--- src/rtl/vga_pkg.sv ---
// vga_pkg: shared VGA 640x480@60 timing constants and sync-receiver FSM states.
// Used by the sync receiver and by the timing generator.
package vga_pkg;
  localparam int H_TOTAL  = 800;
  localparam int H_SYNC   = 96;
  localparam int H_BP     = 48;
  localparam int H_ACTIVE = 640;
  localparam int V_TOTAL  = 525;
  localparam int V_SYNC   = 2;
  localparam int V_BP     = 33;
  localparam int V_ACTIVE = 480;
  typedef enum logic [1:0] {SEARCH, CHECK, LOCKED} state_t;
endpackage

--- src/rtl/sync_edge_cnt.sv ---
// sync_edge_cnt: falling-edge detector on an active-low sync plus a 10-bit
// saturating counter that clears on that edge.
// Ports: clk, rst_n (async, active low), en (pixel strobe), sync (sampled on en),
//        inc (count enable), fall (edge seen this strobe), cnt (registered count),
//        cnt_nxt (value cnt takes at this edge).
module sync_edge_cnt (
  input  logic       clk,
  input  logic       rst_n,
  input  logic       en,
  input  logic       sync,
  input  logic       inc,
  output logic       fall,
  output logic [9:0] cnt,
  output logic [9:0] cnt_nxt
);
  logic prev;
  assign fall    = en & prev & ~sync;
  assign cnt_nxt = fall ? '0 : (inc && cnt != 10'h3ff) ? cnt + 10'd1 : cnt;
  // history presets to 1 so the first strobe after reset only edges on a low sync
  always_ff @(posedge clk or negedge rst_n)
    if (!rst_n) begin
      prev <= 1'b1;
      cnt  <= '0;
    end else begin
      if (en) prev <= sync;
      cnt <= cnt_nxt;
    end
endmodule

--- src/rtl/vga_sync_rx.sv ---
// vga_sync_rx: recovers VGA pixel/line position from hsync/vsync, checks line
// and frame length, and locks after LOCK_FRAMES consecutive good frames.
// Ports: clk, i_rst_n (async, active low), i_px_en (pixel strobe), i_hsync/i_vsync
//        (active-low syncs), o_x/o_y/o_de (active position), o_line_start,
//        o_frame_start (sync edge pulses), o_locked, o_err (timing violation pulse).
module vga_sync_rx #(
  parameter int H_TOTAL     = vga_pkg::H_TOTAL,
  parameter int H_SYNC      = vga_pkg::H_SYNC,
  parameter int H_BP        = vga_pkg::H_BP,
  parameter int H_ACTIVE    = vga_pkg::H_ACTIVE,
  parameter int V_TOTAL     = vga_pkg::V_TOTAL,
  parameter int V_SYNC      = vga_pkg::V_SYNC,
  parameter int V_BP        = vga_pkg::V_BP,
  parameter int V_ACTIVE    = vga_pkg::V_ACTIVE,
  parameter int LOCK_FRAMES = 2
) (
  input  logic       clk,
  input  logic       i_rst_n,
  input  logic       i_px_en,
  input  logic       i_hsync,
  input  logic       i_vsync,
  output logic [9:0] o_x,
  output logic [9:0] o_y,
  output logic       o_de,
  output logic       o_line_start,
  output logic       o_frame_start,
  output logic       o_locked,
  output logic       o_err
);
  import vga_pkg::*;
  localparam logic [9:0] MAX       = 10'h3ff;
  localparam logic [9:0] H_END     = 10'(H_TOTAL - 1);
  localparam logic [9:0] V_END     = 10'(V_TOTAL - 1);
  localparam logic [9:0] X0        = 10'(H_SYNC + H_BP);
  localparam logic [9:0] X1        = 10'(H_SYNC + H_BP + H_ACTIVE - 1);
  localparam logic [9:0] Y0        = 10'(V_SYNC + V_BP);
  localparam logic [9:0] Y1        = 10'(V_SYNC + V_BP + V_ACTIVE - 1);
  localparam logic [7:0] LAST_GOOD = 8'(LOCK_FRAMES - 1);
  state_t     state;
  logic       h_fall, v_fall, judge, bad, de_nxt;
  logic [9:0] hcnt, vcnt, h_nxt, v_nxt;
  logic [7:0] good;
  sync_edge_cnt u_h (
    .clk(clk), .rst_n(i_rst_n), .en(i_px_en), .sync(i_hsync), .inc(i_px_en),
    .fall(h_fall), .cnt(hcnt), .cnt_nxt(h_nxt)
  );
  sync_edge_cnt u_v (
    .clk(clk), .rst_n(i_rst_n), .en(i_px_en), .sync(i_vsync), .inc(h_fall),
    .fall(v_fall), .cnt(vcnt), .cnt_nxt(v_nxt)
  );
  // judge stays low until the first hsync fall after CHECK entry, so the
  // partial line the receiver started in is never measured
  assign bad = (judge && ((h_fall && hcnt != H_END) || (i_px_en && h_nxt == MAX)))
            || (v_fall && vcnt != V_END) || (i_px_en && v_nxt == MAX);
  // the current state suffices here: every state change happens at a count
  // outside the active window
  assign de_nxt = state == LOCKED && h_nxt >= X0 && h_nxt <= X1 && v_nxt >= Y0 && v_nxt <= Y1;
  always_ff @(posedge clk or negedge i_rst_n)
    if (!i_rst_n) begin
      state         <= SEARCH;
      good          <= '0;
      judge         <= 1'b0;
      o_x           <= '0;
      o_y           <= '0;
      o_de          <= 1'b0;
      o_line_start  <= 1'b0;
      o_frame_start <= 1'b0;
      o_locked      <= 1'b0;
      o_err         <= 1'b0;
    end else begin
      o_line_start  <= h_fall;
      o_frame_start <= v_fall;
      o_err         <= 1'b0;
      if (i_px_en) begin
        o_de <= de_nxt;
        o_x  <= de_nxt ? h_nxt - X0 : '0;
        o_y  <= de_nxt ? v_nxt - Y0 : '0;
        case (state)
          SEARCH: begin
            judge <= 1'b0;
            if (v_fall) begin
              state <= CHECK;
              good  <= '0;
            end
          end
          default:
            if (bad) begin
              state    <= SEARCH;
              o_locked <= 1'b0;
              o_err    <= 1'b1;
            end else begin
              if (h_fall) judge <= 1'b1;
              if (v_fall && state == CHECK) begin
                good <= good + 8'd1;
                if (good == LAST_GOOD) begin
                  state    <= LOCKED;
                  o_locked <= 1'b1;
                end
              end
            end
        endcase
      end
    end
endmodule
--- config.mk ---
export PLATFORM = sky130hd
export DESIGN_NAME = vga_sync_rx
export DESIGN_NICKNAME = d
export VERILOG_FILES = /design/src/rtl/vga_pkg.sv /design/src/rtl/sync_edge_cnt.sv /design/src/rtl/vga_sync_rx.sv
export SDC_FILE = /design/constraint.sdc
export NUM_CORES = 1
export LEC_CHECK = 0
export ABC_AREA = 1
export BUFFER_PORTS_ARGS = -buffer_cell sky130_fd_sc_hd__buf_2
export CAP_MARGIN = 25
export CELL_PAD_IN_SITES_DETAIL_PLACEMENT = 2
export CELL_PAD_IN_SITES_GLOBAL_PLACEMENT = 2
export CORE_MARGIN = 1
export CORE_UTILIZATION = 38
export CTS_CLUSTER_SIZE = 10
export DETAILED_ROUTE_END_ITERATION = 6
export HOLD_SLACK_MARGIN = 0.15
export PLACE_DENSITY_LB_ADDON = 0.1
export SLEW_MARGIN = 0
export SYNTH_ARGS = -nofsm -noshare
export SYNTH_HDL_FRONTEND = slang
export SYNTH_SLANG_ARGS = --single-unit
--- constraint.sdc ---
create_clock -name clk -period 5.18 [get_ports clk]
set_input_delay 0.777 -clock clk [delete_from_list [all_inputs] [get_ports clk]]
set_output_delay 0.777 -clock clk [all_outputs]
set_load 0.05 [all_outputs]
==> summary.md, run 1 <==
| Metric | Value |
|---|---|
| Final Setup Violations | 0 |
| Yosys reg bits | 58 |
| Filler Cell Count | 1,132 |
| Wire per inst | 18.2 um |
| CTS HTree Levels | 3 |
| Synth unique cells | 40 |
| Net Switching | 484 uW |
| Area Growth Syn to Fin | 11.3% |
| Switching Fraction | 0.368 |
| Die area | 10,300 um2 |
| Initial drt markers | 145 |
| Number of synthesized flops with an enable pin | 0 |
| Final setup TNS | 0 ns |
| First-pass GRT wire length | 19,500 um |
| Mapped Cells | 494 |
| Post-Synth XOR/XNOR Area | 0.0347 |
| Clock Pin Slew Worst Setup and Hold Paths | 0.06 ns |
| Fin crit period | 4.07 ns |
| Routed Wire Length | 12,000 um |
| Worst Skew | 0.0135 ns |
| Top-count cell post-synth | nand2_1 |
| Status | completed |
| Chip width | 101 um |
| Worst setup path class | in2reg |
| Pwr dens | 315 nW/um2 |
| Final cell count without fillers | 657 |
| Drt drc | 0 |
| CTS root buf | clkbuf_8 |
| # Post-CTS Setup Buffers | 0 |
| DP HPWL | 8610 um |
| Area share of the largest cell type after synthesis | 0.374 |
| CP startpoint | i_px_en |
| Crit path max fanout | 21 |
| Final Hold Viols | 0 |
| Most area-consuming cells after synthesis | dfrtp_1, nand2_1, inv_1 |
| Starting density of the core | 0.398 |
| Worst min-delay path category | reg2reg |
| Fin Hold WS | 0.476 ns |
| Most frequent cells after synthesis | nand2_1, inv_1, dfrtp_1 |
| Leakage power | 0.00229 uW |
| Die H | 101 um |
| Hold Startpoint | o_y[0] |
| Share of cells above drive strength 1 | 0.225 |
| Top Ports | 30 |
| Diodes inserted | 0 |
| Req. time, crit path | 5.41 ns |
| Synth Net Count | 510 |
| Seq/Total Area, Yosys | 0.388 |
| Crit start category | input port |
| DR vias | 3,383 |
| Row cnt | 35 |
| Gate power share | 0.253 |
| Adder-Cell Fraction of Synth Area | 0.0367 |
| Dominant cell type by area after synthesis | dfrtp_1 |
| Total track usage | 0.253 |
| Max clock buf depth | 2 |
| RD Place Congestion | 0.810 |
| Hold depth | 2 |
| IO Port Bufs | 29 |
| Tcrit/Tclk final | 0.786 |
| Cell Int Power | 833 uW |
| Clk_lat worst skew | 0.34 ns |
| Worst r2r src | u_h.prev |
| Worst slew margin | 0.486 |
| DRT Pass-1 Iters | 4 |
| Cts bufs inserted | 9 |
| Avg Vias per Cell | 5.15 |
| RSZ-0062 raised after global routing | false |
| Global route total overflow | 0 |
| Worst slew pin tran | 0.771 ns |
| Synth Flop Type | dfrtp_1 |
| Async SR Flop Fraction | 1.00 |
| Complex-gate fraction of the synthesized area | 0.0587 |
| Yosys Warn Count | 0 |
| VDD IR max | 0.137 mV |
| Vias in the first global route | 3,693 |
| Largest net degree at the start of global routing | 59 |
| Max_cap viols | 0 |
| Mux cell area share after synthesis | 0 |
| Reg power frac | 0.421 |
| Max Transition Viols Final | 0 |
| CTS-repair resized insts | 0 |
| CTS tree | done |
| Initial antenna violation count | 0 |
| Largest family of logic cells by synthesized area | simple AND/OR/NAND/NOR gates |
| Layout Nets | 541 |
| CTS sink count | 58 |
| # placed instances | 643 |
| Max Fclk | 246 MHz |
| Simple-gate share of the synthesized area | 0.393 |
| Number of hold buffers added after CTS | 0 |
| Detail Route Antenna Nets | 0 |
| CP Data Arrival Time | 4.30 ns |
| Synthesized area | 3750 um2 |
| Reg2reg path depth | 23 |
| Setup crit end kind | register |
| Clock power frac | 0.325 |
| Synthesized area per cell | 7.59 um2 |
| Core area | 9420 um2 |
## metal layers
metal  global-route usage  up-vias  wire (um)
li1                     -     1606          -
met1                0.332     1731       5600
met2                0.437       36       5990
met3               0.0366       10        248
met4               0.0680        0        119
met5                    0        -          0
## critical path: stages
cell and delay, ns:
buf_2 0.35, nand2_1 0.16, nor2_2 0.11, buf_4 0.19, inv_1 0.25, a21oi_2 0.34
nand2_1 0.08, o21ai_0 0.13, inv_1 0.14, nor2_1 0.21, ha_1 0.29, nand2_1 0.10
inv_1 0.08, nand3_1 0.07, nor2_1 0.11, nand2_1 0.08, nor2_2 0.11, a21oi_2 0.07
nand2_2 0.12, nand2_2 0.11, nand3_1 0.14, nand3_1 0.11, nand2_1 0.10, nand2_1 0.05
## power groups by stage
stage / combinational, uW / sequential [uW] / clock (uW)
final: 334 / 555 / 429
after CTS: 339 / 554 / 435
after global routing: 372 / 562 / 454
after floorplan: 213 / 564 / 0
after detailed placement: 328 / 561 / 0
after global placement: 312 / 556 / 0
## layout make-up
class                   count  area [um2]  area share
multi-input cells         359        1960       0.470
flip-flops and latches     58        1450       0.348
inverters                  66         248      0.0593
well taps                 129         161      0.0387
repair buffers             31         160      0.0384
clock buffers              11         151      0.0363
clock inverters             3        40.0     0.00959
## through the flow
stage          utilization  setup slack [ns]  total power [uW]  instance area [um2]
2_1_floorplan            -              2.33               777                 3750
3_3_place_gp         0.423              1.14               868                 3980
3_5_place_dp         0.423             0.977               889                 3980
4_1_cts              0.443              1.09              1330                 4180
5_1_grt              0.443             0.751              1390                 4180
6_report             0.443              1.11              1320                 4180
## placed cells by master (no fill, tap or decap), types with 2 or more instances in the layout
cell type / n
nor2_4: 5
o21ai_0: 9
clkinv_2: 2
o21ai_2: 8
nand2_2: 14
dfstp_2: 2
buf_4: 2
nand3b_1: 2
xnor2_1: 2
nand4_1: 14
or2_2: 8
buf_2: 29
dfrtp_1: 56
nor4_1: 2
nand2_4: 4
a21oi_1: 3
a21oi_2: 3
ha_1: 11
nor2_1: 31
inv_2: 6
nand2_1: 162
o21ai_1: 3
clkbuf_8: 11
xor2_1: 11
nor3_1: 3
nor2_2: 10
nand3_2: 10
inv_1: 60
nand3_1: 34
## worst paths after layout
path                             to  slack [ns]
min reg2reg                  o_y[0]        0.48
max                        state[0]        1.11
max in group asynchronous  state[1]        4.08
min                          o_y[0]        0.48
min in group asynchronous    o_y[0]        0.59
max reg2reg                state[0]        1.49
## registers in the layout, indices dropped and copies added (netlist names), 2 cells and up
name and cells:
good 8, o_x 10, o_y 10, state 2
u_h.cnt 10, u_v.cnt 10
## cells by family after synthesis
kind of cell / Yosys count
xor+xnor: 14
flops: 58
compound gates: 32
simple gates: 302
buf+inv: 77
fa+ha+maj: 11
No activity file was read; power rests on OpenSTA's default activity.
==> inputs of run 2 (changes only) <==
ABC_AREA = 0   (was 1)
CORE_UTILIZATION = 35   (was 38)
clock period = 3.6 ns   (was 5.18 ns; I/O delays follow)
==> run 2 against run 1 <==
Against the previous run:
- die area up 5.4%
- via count down 8.2%
- worst setup slack worse by 0.83 ns
- largest cell class unchanged
- combinational power up 36%
- clock skew down 0.0067 ns
- global-route usage down 3.6 points
- flip-flop and latch count unchanged
- critical endpoint is now o_y[3]
- non-clock buffer count up 20
- wire length down 7.3%
==> summary.md, run 2 <==
| Metric | Value |
|---|---|
| Diodes inserted | 0 |
| Detail Route Antenna Nets | 0 |
| RSZ-0062 raised after global routing | false |
| Commonest non-fill, non-tap cell in the layout | dfrtp_1 |
| Most area-consuming cells after synthesis | dfrtp_1, o22ai_2, inv_1 |
| Total track usage | 0.217 |
| Top-count cell post-synth | dfrtp_1 |
| Top Ports | 30 |
| Leakage power | 0.00187 uW |
| Row cnt | 36 |
| Tcrit/Tclk final | 0.922 |
| Post-route worst setup slack | 0.281 ns |
| Die H | 104 um |
| Final Hold Viols | 0 |
| Switching Fraction | 0.358 |
| Most frequent cells after synthesis | dfrtp_1, inv_1, o22ai_2 |
| RD Place Congestion | 0.803 |
| CP Data Arrival Time | 3.53 ns |
| Synthesized area | 3640 um2 |
| IO Port Bufs | 29 |
| VDD IR max | 0.171 mV |
| Initial drt markers | 142 |
| Die area | 10,800 um2 |
| DR vias | 3,104 |
| Dominant cell type by area after synthesis | dfrtp_1 |
| CTS tree | done |
| Final cell count without fillers | 546 |
| Buf+Inv Stages, Crit Path | 2 |
| Status | completed |
| Clock power frac | 0.311 |
| Synth Net Count | 382 |
| Cts bufs inserted | 9 |
| Pwr dens | 441 nW/um2 |
| Top Family by Delay on Critical Path | compound AO/OA/AOI/OAI gates |
| Setup crit end kind | register |
| Area share of the largest cell type after synthesis | 0.384 |
| Clk_lat worst skew | 0.34 ns |
| Chip width | 104 um |
| Number of synthesized flops with an enable pin | 0 |
| Routed Wire Length | 11,100 um |
| Crit path max fanout | 8 |
| DP HPWL | 8260 um |
| Worst slew pin tran | 0.659 ns |
| Seq/Total Area, Yosys | 0.399 |
| Max_cap viols | 0 |
| Worst setup path class | reg2reg |
| Avg Vias per Cell | 5.68 |
| Gate power share | 0.246 |
| Fin Hold WS | 0.218 ns |
| Fin crit period | 3.32 ns |
| Synth Flop Type | dfrtp_1 |
| Synth unique cells | 72 |
| CTS sink count | 58 |
| CTS root buf | clkbuf_8 |
| Cell Int Power | 1190 uW |
| Share of cells above drive strength 1 | 0.276 |
| FF/Latch Area | 1450 um2 |
| # placed instances | 530 |
| Yosys reg bits | 58 |
| Filler Cell Count | 1,078 |
| Max Transition Viols Final | 0 |
| DP Worst Slack | 0.155 ns |
| Final Setup Violations | 0 |
| Critical path's slowest cell | dfrtp_1 |
| CP max stage delay | 0.45 ns |
| Area Growth Syn to Fin | 15.1% |
| Reg power frac | 0.443 |
| Largest net degree at the start of global routing | 33 |
| Drt drc | 0 |
| Net Switching | 663 uW |
| Layout Nets | 424 |
| Area of the multi-input gates | 1910 um2 |
| Vias in the first global route | 3,339 |
| Global route total overflow | 0 |
| Max clock buf depth | 2 |
| Mapped Cells | 366 |
| Initial antenna violation count | 0 |
| First-pass GRT wire length | 18,200 um |
| Worst min-delay path category | in2async |
| CTS HTree Levels | 3 |
| Max Fclk | 301 MHz |
| Async SR Flop Fraction | 1.00 |
| Crit path cell chain | ha_1, and2_2, a31oi_4, mux2_1, and2_1, ha_1, inv_1, o31ai_1, o31ai_1, a21o_1, a211o_1, buf_4, o22ai_2 |
| DRT Pass-1 Iters | 4 |
| Final setup TNS | 0 ns |
| Worst Skew | 0.00678 ns |
| Worst slew margin | 0.560 |
| Starting density of the core | 0.366 |
| Crit start category | register |
| Layout Utilization | 0.421 |
| Req. time, crit path | 3.81 ns |
| Wire per inst | 20.3 um |
| Commonest cells after routing, fill and taps aside | dfrtp_1, inv_1, buf_2 |
| Yosys Warn Count | 0 |
| # Post-CTS Setup Buffers | 0 |
| Clock Pin Slew Worst Setup and Hold Paths | 0.07 ns |
| Core area | 9950 um2 |
| Synthesized area per cell | 9.96 um2 |
==> run 2: changes by cell type after synthesis, moves of 8 or more <==
cell and delta:
o21ai_2 -8, nand2_1 -148, a21oi_1 +9, xnor2_1 +8, nor2_1 -13, nand3_1 -18
nor2_2 -10, nand3_2 -9, nand2_2 -14, o22ai_2 +20, inv_1 -21
==> run 2: timing repair <==
item                                    CTS  global route
gates resized for setup                   0             3
hold endpoints to repair                  0             0
endpoints found under the setup margin    0            25
hold buffers                              0             0
==> run 2: power by group through the flow <==
stage / combinational [uW] / clock [uW] / sequential [uW]
detailed placement: 456 / 0 / 830
global placement: 443 / 0 / 827
floorplan: 304 / 0 / 806
global route: 513 / 618 / 831
CTS: 463 / 588 / 818
finish: 455 / 574 / 819
==> run 2: worst paths after layout <==
check / start / endpoint / slack (ns) / depth (start not counted)
setup / recovery: u_v.cnt[0] / o_y[3] / 0.28 / 13
hold / removal: i_rst_n / o_line_start / 0.22 / 1
setup reg to reg: u_v.cnt[0] / o_y[3] / 0.28 / 13
hold reg to reg: o_locked / o_locked / 0.49 / 1
max in group asynchronous: i_rst_n / good[4] / 2.47 / 2
min in group clk: i_vsync / u_v.prev / 0.45 / 2
==> run 2: layout make-up <==
type                            count  share of cell area
Inverter                           41              0.0367
Tap cell                          133              0.0397
Timing Repair Buffer               51              0.0770
Clock inverter                      2             0.00239
Multi-Input combinational cell    247               0.456
Sequential cell                    58               0.347
Clock buffer                       14              0.0412
==> run 2: kinds of logic (layout without fill, tap and decap cells) <==
kind of cell,Yosys count,in the layout,synth area share
buffers and inverters,61,108,0.0766
xor gates and xnor gates,14,14,0.0336
and+or+nand+nor,128,128,0.211
DFF,58,58,0.399
AOI/OAI and AO/OA,88,88,0.225
muxes,6,6,0.0179
adders and majority gates,11,11,0.0378
==> run 2: metrics by stage <==
| stage | total power (uW) | area (um2) |
|---|---|---|
| after floorplan | 1110 | 3640 |
| after global placement | 1270 | 4010 |
| after detailed placement | 1290 | 4010 |
| after CTS | 1870 | 4190 |
| after global routing | 1960 | 4190 |
| final | 1850 | 4190 |
==> run 2: layer usage <==
layer / global-route usage / share of wire / up-vias
met1: 0.292 / 0.49 / 1620
met2: 0.357 / 0.48 / 34
met5: 0 / 0 / -
li1: - / - / 1434
met4: 0.0776 / 0.018 / 0
met3: 0.0288 / 0.019 / 16
==> inputs of run 3 (changes only) <==
BUFFER_PORTS_ARGS = not set   (was -buffer_cell sky130_fd_sc_hd__buf_2)
CELL_PAD_IN_SITES_DETAIL_PLACEMENT = 1   (was 2)
CELL_PAD_IN_SITES_GLOBAL_PLACEMENT = 1   (was 2)
CORE_UTILIZATION = 45   (was 35)
DONT_BUFFER_PORTS = 1   (was not set)
==> run 3 against run 2 <==
Against the previous run:
- worst hold slack better by 0.060 ns
- via count is 7.0% lower
- sequential share of layout area is 2.2 points higher
- final area is 5.9% lower
- core utilization is 8.7 points higher
- final cell count is 13% lower
- die area is 22% lower
- total power is 2.0% lower
- clock power is 1% lower
- global-route usage is 3.2 points higher
- wire length is 15% lower
==> summary.md, run 3 (synthesis results as in run 2) <==
| Metric | Value |
|---|---|
| Filler Cell Count | 892 |
| Max Transition Viols Final | 0 |
| CTS HTree Levels | 3 |
| Status | completed |
| Worst r2r src | u_v.cnt[0] |
| Initial antenna violation count | 0 |
| Detail Route Antenna Nets | 0 |
| CP max stage delay | 0.44 ns |
| Wire per inst | 19.9 um |
| Max Fclk | 294 MHz |
| FF-to-FF setup slack | 0.20 ns |
| Worst Skew | 0.00581 ns |
| RR Endpoint | o_y[8] |
| Starting density of the core | 0.469 |
| Initial drt markers | 147 |
| Chip width | 92.0 um |
| CP startpoint | u_v.cnt[0] |
| Area of the multi-input gates | 1910 um2 |
| Total track usage | 0.249 |
| Worst setup path class | reg2reg |
| DRT Pass-1 Iters | 4 |
| Layout Nets | 385 |
| Tot Pwr | 1810 uW |
| Final Hold Viols | 0 |
| Worst slew margin | 0.566 |
| Core area | 7770 um2 |
| DP HPWL | 6780 um |
| Clk_lat worst skew | 0.35 ns |
| Layout Utilization | 0.508 |
| Commonest non-fill, non-tap cell in the layout | dfrtp_1 |
| Tcrit/Tclk final | 0.945 |
| Leakage power | 0.00166 uW |
| RSZ-0062 raised after global routing | false |
| Diodes inserted | 0 |
| Die H | 92.0 um |
| Area Growth Syn to Fin | 8.24% |
| Crit start category | register |
| RD Place Congestion | 0.827 |
| CTS tree | done |
| CTS root buf | clkbuf_8 |
| Buf+Inv Stages, Crit Path | 2 |
| Pwr dens | 460 nW/um2 |
| Worst slew pin tran | 0.651 ns |
| DR vias | 2,888 |
| Cts bufs inserted | 9 |
| Fin crit period | 3.40 ns |
| Row cnt | 32 |
| First-pass GRT wire length | 16,100 um |
| Largest net degree at the start of global routing | 59 |
| Req. time, crit path | 3.82 ns |
| Drt drc | 0 |
| # Post-CTS Setup Buffers | 0 |
| Crit path to | o_y[8] |
| VDD IR max | 0.236 mV |
| Vias in the first global route | 3,036 |
| Critical path's slowest cell | dfrtp_1 |
| CP Data Arrival Time | 3.63 ns |
| Worst min-delay path category | in2reg |
| FF/Latch Area | 1450 um2 |
| Final setup TNS | 0 ns |
| Routed Wire Length | 9470 um |
| Final cell count without fillers | 476 |
| Avg Vias per Cell | 6.07 |
| Fin Hold WS | 0.278 ns |
| Max_cap viols | 0 |
| # placed instances | 458 |
| Clock Pin Slew Worst Setup and Hold Paths | 0.07 ns |
| CTS sink count | 58 |
| Reg2reg path depth | 13 |
| Global route total overflow | 0 |
| Setup crit end kind | register |
| Share of cells above drive strength 1 | 0.198 |
| Crit path cell chain | ha_1, and2_2, a31oi_4, mux2_1, and2_1, ha_1, inv_1, o31ai_1, o31ai_1, a21o_1, a211o_1, buf_4, o22ai_2 |
| IO Port Bufs | 0 |
| Max clock buf depth | 2 |
| Commonest cells after routing, fill and taps aside | dfrtp_1, inv_1, o22ai_2 |
| Die area | 8460 um2 |
| Top Family by Delay on Critical Path | compound AO/OA/AOI/OAI gates |
| Top Ports | 30 |
| Crit path max fanout | 10 |
| WP depth | 13 |
| Final Setup Violations | 0 |
==> run 3: cell count changes in the layout (fill, tap and decap cells not counted), sizes merged <==
| cell | delta |
|---|---|
| buf | -40 |
| dlygate4sd3 | +1 |
==> run 3: layout make-up <==
| class | instances | area share |
|---|---|---|
| tap | 102 | 0.0324 |
| sequential | 58 | 0.369 |
| clock inverter | 2 | 0.00254 |
| clock buffer | 14 | 0.0438 |
| inverter | 41 | 0.0390 |
| timing repair buffer | 12 | 0.0285 |
| multi-input combinational | 247 | 0.485 |
==> run 3: timing repair <==
action	CTS	global route
setup endpoints to repair	0	20
gates resized for setup	0	2
hold buffers	2	0
hold endpoints to repair	58	0
==> run 3: worst min path at each step <==
stage	to	startpoint	cells after the start	slack (ns)
2_1_floorplan	good[0]	i_rst_n	0	0.24
3_3_place_gp	o_frame_start	i_rst_n	0	0.25
3_5_place_dp	o_frame_start	i_rst_n	0	0.25
4_1_cts	judge	i_px_en	1	0.27
5_1_grt	o_y[5]	i_px_en	1	0.27
6_report	o_y[5]	i_px_en	1	0.28
==> run 3: per-layer routing <==
metal	GRT usage	wire length, um
met1	0.344	4580
met2	0.391	4500
met3	0.0439	260
met4	0.0898	136
met5	0	0
==> run 3: power by group <==
group | total, uW | leakage (uW) | switching [uW] | internal, uW
registers | 832 | 0.000786 | 115 | 717
clock network | 567 | 0.0000965 | 262 | 304
logic | 414 | 0.000781 | 256 | 158
==> run 3: through the flow <==
step | area (um2) | setup WS [ns]
floorplan | 3640 | 0.546
global placement | 3720 | 0.225
detailed placement | 3720 | 0.151
CTS | 3940 | 0.128
global route | 3950 | 0.00388
finish | 3950 | 0.198
